### src/rtl/io_pkg.sv
// Shared definitions for the CPU I/O port bridge.
//   IO_DATA_W  : CPU I/O word width
//   rd_state_t : CPU read-strobe tracker states
//   wr_state_t : CPU write-strobe tracker states
package io_pkg;

  localparam int unsigned IO_DATA_W = 64;

  typedef enum logic {
    RD_IDLE,
    RD_ACTIVE
  } rd_state_t;

  typedef enum logic {
    WR_IDLE,
    WR_ACTIVE
  } wr_state_t;

endpackage

### src/rtl/io_sync_fifo.sv
// Show-ahead synchronous FIFO. The head word is visible combinationally.
// Ports:
//   clk, reset          : clock, asynchronous active-low reset
//   push, push_data     : write request and data (ignored when full)
//   pop                 : read request (ignored when empty)
//   head                : current head word (not meaningful when empty)
//   full, empty, count  : occupancy status
module io_sync_fifo #(
  parameter int unsigned WIDTH = 64,
  parameter int unsigned DEPTH = 8,
  localparam int unsigned AW = $clog2(DEPTH),
  localparam int unsigned CW = $clog2(DEPTH + 1)
) (
  input  logic             clk,
  input  logic             reset,
  input  logic             push,
  input  logic [WIDTH-1:0] push_data,
  input  logic             pop,
  output logic [WIDTH-1:0] head,
  output logic             full,
  output logic             empty,
  output logic [CW-1:0]    count
);

  logic [WIDTH-1:0] mem_q [DEPTH];
  logic [AW-1:0]    wr_ptr_q, rd_ptr_q;
  logic [CW-1:0]    count_q, count_d;
  logic             do_push, do_pop;

  assign full    = (count_q == CW'(DEPTH));
  assign empty   = (count_q == '0);
  assign count   = count_q;
  assign head    = mem_q[rd_ptr_q];
  assign do_push = push & ~full;
  assign do_pop  = pop & ~empty;

  always_comb begin
    count_d = count_q;
    unique case ({do_push, do_pop})
      2'b10:   count_d = count_q + 1'b1;
      2'b01:   count_d = count_q - 1'b1;
      default: count_d = count_q;
    endcase
  end

  // Pointers are exactly AW bits wide so they wrap on their own.
  always_ff @(posedge clk or negedge reset) begin
    if (!reset) begin
      wr_ptr_q <= '0;
      rd_ptr_q <= '0;
      count_q  <= '0;
    end else begin
      if (do_push) wr_ptr_q <= wr_ptr_q + 1'b1;
      if (do_pop)  rd_ptr_q <= rd_ptr_q + 1'b1;
      count_q <= count_d;
    end
  end

  // Storage needs no reset; empty/count qualify every read.
  always_ff @(posedge clk) begin
    if (do_push) mem_q[wr_ptr_q] <= push_data;
  end

endmodule

### src/rtl/io_port_bridge.sv
// Buffers the CPU's single-word I/O port against an external host.
// Ports:
//   clk, reset                         : clock, asynchronous active-low reset
//   cpu_in_signal, cpu_in_data         : CPU read strobe and word presented to it
//   cpu_out_signal, cpu_out_data       : CPU write strobe and its word
//   host_in_valid/ready/data           : host -> input FIFO handshake
//   host_out_valid/ready/data          : output FIFO -> host handshake
//   in_count, out_count                : FIFO occupancies
//   in_underflow, out_overflow         : sticky error flags
//   err_clear                          : synchronous clear of the sticky flags
module io_port_bridge
  import io_pkg::*;
#(
  parameter int unsigned DATA_W    = IO_DATA_W,
  parameter int unsigned IN_DEPTH  = 8,
  parameter int unsigned OUT_DEPTH = 8,
  localparam int unsigned IN_CW  = $clog2(IN_DEPTH + 1),
  localparam int unsigned OUT_CW = $clog2(OUT_DEPTH + 1)
) (
  input  logic              clk,
  input  logic              reset,
  input  logic              cpu_in_signal,
  output logic [DATA_W-1:0] cpu_in_data,
  input  logic              cpu_out_signal,
  input  logic [DATA_W-1:0] cpu_out_data,
  input  logic              host_in_valid,
  output logic              host_in_ready,
  input  logic [DATA_W-1:0] host_in_data,
  output logic              host_out_valid,
  input  logic              host_out_ready,
  output logic [DATA_W-1:0] host_out_data,
  output logic [IN_CW-1:0]  in_count,
  output logic [OUT_CW-1:0] out_count,
  output logic              in_underflow,
  output logic              out_overflow,
  input  logic              err_clear
);

  rd_state_t rd_state_q, rd_state_d;
  wr_state_t wr_state_q, wr_state_d;
  logic      armed_q, armed_d;
  logic      init_q;
  logic      in_underflow_q, out_overflow_q;
  logic      rd_err_set, wr_err_set;

  logic              in_push, in_pop, in_full, in_empty;
  logic              out_push, out_pop, out_full, out_empty;
  logic [DATA_W-1:0] in_head, out_head;

  // init_q keeps host_in_ready low while in reset and rises on the first edge after release.
  assign host_in_ready  = init_q & ~in_full;
  assign in_push        = host_in_valid & host_in_ready;
  assign host_out_valid = ~out_empty;
  assign out_pop        = host_out_valid & host_out_ready;
  // Gate the head so stale storage never leaks out while the FIFO is empty.
  assign host_out_data  = out_empty ? '0 : out_head;
  assign in_underflow   = in_underflow_q;
  assign out_overflow   = out_overflow_q;

  io_sync_fifo #(
    .WIDTH (DATA_W),
    .DEPTH (IN_DEPTH)
  ) u_in_fifo (
    .clk       (clk),
    .reset     (reset),
    .push      (in_push),
    .push_data (host_in_data),
    .pop       (in_pop),
    .head      (in_head),
    .full      (in_full),
    .empty     (in_empty),
    .count     (in_count)
  );

  io_sync_fifo #(
    .WIDTH (DATA_W),
    .DEPTH (OUT_DEPTH)
  ) u_out_fifo (
    .clk       (clk),
    .reset     (reset),
    .push      (out_push),
    .push_data (cpu_out_data),
    .pop       (out_pop),
    .head      (out_head),
    .full      (out_full),
    .empty     (out_empty),
    .count     (out_count)
  );

  // State registers for both strobe trackers, the sticky flags and the init flag.
  always_ff @(posedge clk or negedge reset) begin
    if (!reset) begin
      rd_state_q     <= RD_IDLE;
      armed_q        <= 1'b0;
      wr_state_q     <= WR_IDLE;
      init_q         <= 1'b0;
      in_underflow_q <= 1'b0;
      out_overflow_q <= 1'b0;
    end else begin
      rd_state_q     <= rd_state_d;
      armed_q        <= armed_d;
      wr_state_q     <= wr_state_d;
      init_q         <= 1'b1;
      // A new error in the same cycle as err_clear wins.
      in_underflow_q <= rd_err_set | (in_underflow_q & ~err_clear);
      out_overflow_q <= wr_err_set | (out_overflow_q & ~err_clear);
    end
  end

  // Read side next state. armed records whether a word was present when the strobe rose,
  // so the word shown to the CPU stays fixed for the whole strobe.
  always_comb begin
    rd_state_d = rd_state_q;
    armed_d    = armed_q;
    unique case (rd_state_q)
      RD_IDLE: begin
        if (cpu_in_signal) begin
          rd_state_d = RD_ACTIVE;
          armed_d    = ~in_empty;
        end
      end
      RD_ACTIVE: begin
        if (!cpu_in_signal) begin
          rd_state_d = RD_IDLE;
          armed_d    = 1'b0;
        end
      end
      default: rd_state_d = RD_IDLE;
    endcase
  end

  // Read side outputs: pop on the falling strobe edge only if armed.
  always_comb begin
    in_pop      = 1'b0;
    rd_err_set  = 1'b0;
    cpu_in_data = '0;
    unique case (rd_state_q)
      RD_IDLE: begin
        rd_err_set = cpu_in_signal & in_empty;
        if (!in_empty) cpu_in_data = in_head;
      end
      RD_ACTIVE: begin
        in_pop = ~cpu_in_signal & armed_q;
        if (armed_q) cpu_in_data = in_head;
      end
      default: cpu_in_data = '0;
    endcase
  end

  // Write side next state.
  always_comb begin
    wr_state_d = wr_state_q;
    unique case (wr_state_q)
      WR_IDLE:   if (cpu_out_signal) wr_state_d = WR_ACTIVE;
      WR_ACTIVE: if (!cpu_out_signal) wr_state_d = WR_IDLE;
      default:   wr_state_d = WR_IDLE;
    endcase
  end

  // Write side outputs: one push per strobe, on its rising edge.
  always_comb begin
    out_push   = 1'b0;
    wr_err_set = 1'b0;
    if (wr_state_q == WR_IDLE && cpu_out_signal) begin
      out_push   = ~out_full;
      wr_err_set = out_full;
    end
  end

endmodule

### config.mk
export PLATFORM = sky130hd
export DESIGN_NAME = io_port_bridge
export DESIGN_NICKNAME = d
export VERILOG_FILES = /design/src/rtl/io_pkg.sv /design/src/rtl/io_sync_fifo.sv /design/src/rtl/io_port_bridge.sv
export SDC_FILE = /design/constraint.sdc
export NUM_CORES = 1
export LEC_CHECK = 0
export CELL_PAD_IN_SITES_DETAIL_PLACEMENT = 2
export CELL_PAD_IN_SITES_GLOBAL_PLACEMENT = 2
export CORE_ASPECT_RATIO = 1.2
export CORE_MARGIN = 2
export CORE_UTILIZATION = 40
export DETAILED_ROUTE_END_ITERATION = 7
export GPL_ROUTABILITY_DRIVEN = 1
export PLACE_DENSITY = 0.75
export SYNTH_ARGS = -nofsm -noshare
export SYNTH_HDL_FRONTEND = slang
export SYNTH_SLANG_ARGS = --single-unit
### constraint.sdc
create_clock -name clk -period 22.9 [get_ports clk]
set_clock_uncertainty 0.1 [all_clocks]
set_input_delay 4.58 -clock clk [delete_from_list [all_inputs] [get_ports clk]]
set_output_delay 4.58 -clock clk [all_outputs]
set_load 0.01 [all_outputs]
# == After elaboration in Yosys (flattened, before gate mapping) ==
# Memories as Yosys holds them, arrays and structs flattened.
# Index checks and enable logic that the tools add are counted.
# totals
regBits,26
ramBits,1024
inputBits,135
out_inout_bits,140
elab_cells,76
memories,2
# memory_table
name,depth,word_bits,read_ports,rd_clocked_by_memory_dff,wr,line_no,text
u_in_fifo.mem_q,8,64,1,0,1,io_sync_fifo.sv:25,logic [WIDTH-1:0] mem_q [DEPTH];
u_out_fifo.mem_q,8,64,1,0,1,io_sync_fifo.sv:25,
# op_classes
add_sub_neg,8
n_eq_ne,8
mux,19
bitwise,21
n_reduce_logical,6
# ops
cell,n
$mux W64,3
$pmux W64 S2,1
$pmux W4 S2,2
$add A3 B1 Y3 const B,4
$mux W1,12
$and A1 B1 Y1,11
$add A4 B1 Y4 const B,2
$eq A4 B4 Y1 const B,2
$logic_not A4 Y1,2
$not A1 Y1,8
$sub A4 B1 Y4 const B,2
$eq A2 B1 Y1 const B,2
$eq A2 B2 Y1 const B,2
$ne A2 B2 Y1 const B,2
$reduce_bool A2 Y1,2
$or A1 B1 Y1,2
$pmux W1 S2,1
$reduce_and A2 Y1,1
$logic_and A1 B1 Y1,1

# == Logic depth before layout (Yosys ltp) ==
# depth
depth_word,7
depth_mapped,9
ltp_nobuf,8

# == By module ==
# A second synthesis with hierarchy kept.
# hier_totals
hier_cells,1785
hier_area_um2,41350.9
# modules_own_cells
module,n_inst,cells_per_inst,area_each_um2,seq_area_each_um2
io_sync_fifo,2,806,19846.5,15625.0
io_port_bridge,1,173,1657.8,150.1

# == Worst setup path after synthesis ==
# No wires, ideal clock.
# synth_path
path_kind,in2reg
start,in cpu_out_signal
end,mem u_out_fifo.mem_q[0][0] (enable)
setup_time_ns,0.644
arrival_time_ns,11.037
required_time_ns,22.156
setup_slack_ns,11.120
cell_stages,3
path_buffers,0
path_cell_list,nor2b_1 nand2_2 nor4_1
# synth_between
elab_chain_cells,5
# synth_lines
item,line_no,text
from (decl),io_port_bridge.sv:24,"input logic cpu_out_signal,"
$logic_and A1 B1 Y1,io_port_bridge.sv:164,if (wr_state_q == WR_IDLE && cpu_out_signal) begin
$mux W1,io_port_bridge.sv:164,
$and A1 B1 Y1,io_sync_fifo.sv:34,assign do_push = push & ~full;
$mux W1,io_sync_fifo.sv:61,if (do_push) mem_q[wr_ptr_q] <= push_data;
$mux W1 (not written as such),io_sync_fifo.sv:61,
to (decl),io_sync_fifo.sv:25,
# Every way passes these cells.

# == Final worst setup path ==
# layout_path
start,reg u_out_fifo.rd_ptr_q[0]
end,out host_out_data[55]
# layout_between
elab_chain_cells,2
# layout_lines
item,line_no,text
from (decl),io_sync_fifo.sv:26,"logic [AW-1:0] wr_ptr_q, rd_ptr_q;"
from (signal assigned),io_sync_fifo.sv:54,if (do_pop) rd_ptr_q <= rd_ptr_q + 1'b1;
$mem_v2 Z8 W64,-,
$mux W64,io_port_bridge.sv:56,assign host_out_data = out_empty ? '0 : out_head;
to (decl),io_port_bridge.sv:31,"output logic [DATA_W-1:0] host_out_data,"
# Every way passes these cells.

==> key figures <==
Power
  – Pwr Total: 0.006061 W
  – Pwr/cell area: 126.8 mW/mm2
  – Worst VDD drop: 0.00007644 V
  – Leak: 15.22 nW

Die
  – Core Region: 0.09947 mm2
  – Row cnt: 127
  – # IOs: 275
  – Die extent in x: 292.5 um
  – Die height: 350.2 um
  – Starting Density: 40.16%
  – Total Die Area: 0.1024 mm2

Clock tree
  – Clock transition at path regs: 0.07 ns
  – Resized cells post-CTS: 0
  – TritonCTS buffer count: 107
  – Max Root-Sink Buffers: 3
  – CTS sink count: 1,050
  – CTS hold repair buffers: 0
  – Worst-Skew Late Latency: 0.68 ns
  – Root Buffer: clkbuf_16
  – H-Tree Depth: 3
  – CTS tree: yes
  – Setup Buffers After CTS: 0

Synth
  – Library cells used by synthesis: 48
  – Main synth FF type: edfxtp_1
  – Asr flop ratio synth: 2.476%
  – Seq/Total Area, Yosys: 78.61%
  – Post-synthesis cell count: 1,702
  – Synthesized area per cell: 23.47 um2
  – Syn Std Cell Area: 0.03995 mm2
  – Synth Register Bits: 1,050
  – EDFF count, synth: 1,024
  – Yosys warning total: 0
  – Syn nets: 1,848

Route
  – DRC: 0
  – Via Count: 19,050
  – 1st-iter DRT viols: 1,425
  – DRT antenna net count: 0
  – Pre-Repair DR Iteration Count: 5
  – Routed WL: 105,300 um
  – Wire per inst: 30.80 um
  – Vias per cell: 5.571

Global routing
  – Initial antenna violation count: 22
  – Total grt overflow: 0
  – Number of global-route vias before repair: 21,750
  – Largest net degree at the start of global routing: 96
  – Gr usage total: 20.60%
  – First-pass GRT wire length: 154,100 um

Worst setup path
  – CP endpoint kind: output port
  – Setup Crit Path Kind: reg -> out
  – R2R Setup Slk: 19.25 ns
  – Crit Path Max Fanout: 48
  – Crit path DAT: 4.93 ns
  – Crit path launch type: register
  – Crit path required time: 18.22 ns

Timing
  – FMAX: 104.0 MHz
  – Setup Total Neg Slack: 0 ns
  – Final hold violation count: 0
  – Finish-stage setup viols: 0
  – Unrepaired setup endpoints after global routing: false
  – Slew Limit Fails: 0
  – Fin crit share: 41.97%
  – Slew HR: 19.86%
  – Worst-margin pin slew: 1.199 ns
  – Tmin final: 9.612 ns

Placed design
  – IO Port Bufs: 274
  – Dpl hpwl: 58,780 um
  – GP Congestion: 0.7007
  – Dpl cell area: 0.04423 mm2

Cells and area
  – Nets@finish: 2,179
  – Final instance area: 0.04779 mm2
  – Ratio of cells with drive above 1 in the final layout: 23.00%
  – P&R area growth vs syn: 19.63%

Status
  – Status: finished clean

Flow run
  – # Max-Cap Violations: 0

Hold path
  – Hold WC Path Type: reg -> reg
-- synthesized netlist by cell type (2+ instances only) --
cell,instances,area (um2)
nor2_1,71,266.5
xor2_1,4,35.03
a22o_1,64,560.5
or4b_2,3,30.03
nand4_1,2,12.51
mux4_2,256,5766
clkbuf_1,32,120.1
nor2b_1,3,18.77
nand3_1,5,25.02
buf_2,34,170.2
mux2_2,7,78.83
mux2i_1,67,670.6
nand2_1,5,18.77
dfrtp_1,26,650.6
nor3_1,9,45.04
edfxtp_1,1024,30750
nor4_1,2,12.51
nor3b_1,3,22.52
a21oi_1,3,15.01
nand3b_1,2,15.01
or4_1,2,15.01
buf_6,14,157.7
nand2b_1,5,31.28
ha_1,10,125.1
inv_1,11,41.29
xnor2_1,9,78.83
o21ai_0,2,10.01
buf_1,7,26.28
-- per-layer routing --
layer  global-route usage (%)  share of wire, %
met3                    5.334               6.2
met5                        0              0.23
met4                    5.243               2.0
met1                    25.08                40
met2                    36.57                52
-- report_power, final --
part	total (W)	switching (W)	internal [W]
logic	0.00182	0.000881	0.000943
registers	0.00245	0.000179	0.00228
clock network	0.00178	0.000767	0.00102
total	0.00606	0.00183	0.00423
-- per-stage QoR --
step                std cells  setup WS (ns)  utilization, %  hold WS [ns]
floorplan                1702          11.12               -        0.3670
finish                   3420          13.29           48.04        0.4724
detailed placement       3214          13.88           44.46        0.4695
CTS                      3416          13.12           48.03        0.4788
global placement         3214          13.95           44.46        0.4260
global route             3418          12.84           48.03        0.5008
-- cells in the final DEF (no fill, tap or decap), types with 13 or more instances in the layout --
cell	instances
mux2i_1	67
clkinv_1	29
dfrtp_1	21
clkbuf_1	13
clkdlybuf4s50_1	274
buf_4	35
a22o_1	64
clkbuf_16	108
clkinv_2	24
nor2_1	65
mux4_2	256
bufinv_16	13
edfxtp_1	1024
-- logic make-up after synthesis --
logic type                 share of synthesized area, %
buffers and inverters                             1.309
other                                          0.009388
muxes                                             16.31
adders and majority gates                        0.3633
AOI/OAI and AO/OA                                 1.654
DFF                                               78.61
and+or+nand+nor                                   1.463
xor gates and xnor gates                         0.2850
-- area by class of cell --
type | instances | area (um2)
Sequential cell | 1050 | 31420
Tap cell | 1290 | 1614
Fill cell | 8655 | 51690
Clock buffer | 121 | 2751
Timing Repair Buffer | 310 | 3025
Multi-Input combinational cell | 553 | 8128
Clock inverter | 81 | 797.0
Inverter | 11 | 41.29
Antenna cell | 4 | 10.01
-- worst paths after layout --
check,start,depth (start not counted),endpoint
min in group asynchronous,reset,2,u_in_fifo.wr_ptr_q[2]
worst min-delay path,armed_q,2,armed_q
worst max register to register,wr_state_q,5,u_out_fifo.mem_q[2][41]
max in group asynchronous,reset,2,u_out_fifo.rd_ptr_q[0]
worst max-delay path,u_out_fifo.rd_ptr_q[0],5,host_out_data[55]
worst min register to register,armed_q,2,armed_q
-- critical path, cell delays in order, from the launching register on --
cell and delay, ns:
dfrtp_4 0.95, buf_4 0.90, buf_4 0.85, mux4_2 0.62
a22o_1 0.28, clkdlybuf4s50_1 0.49
-- state kept, by name, indices dropped and copies added (netlist names), 3 cells and up --
register / flops
u_in_fifo.count: 4
u_in_fifo.mem_q: 512
u_in_fifo.rd_ptr_q: 3
u_in_fifo.wr_ptr_q: 3
u_out_fifo.count: 4
u_out_fifo.mem_q: 512
u_out_fifo.rd_ptr_q: 3
u_out_fifo.wr_ptr_q: 3
Note: power is estimated with default switching activity, not from simulation.
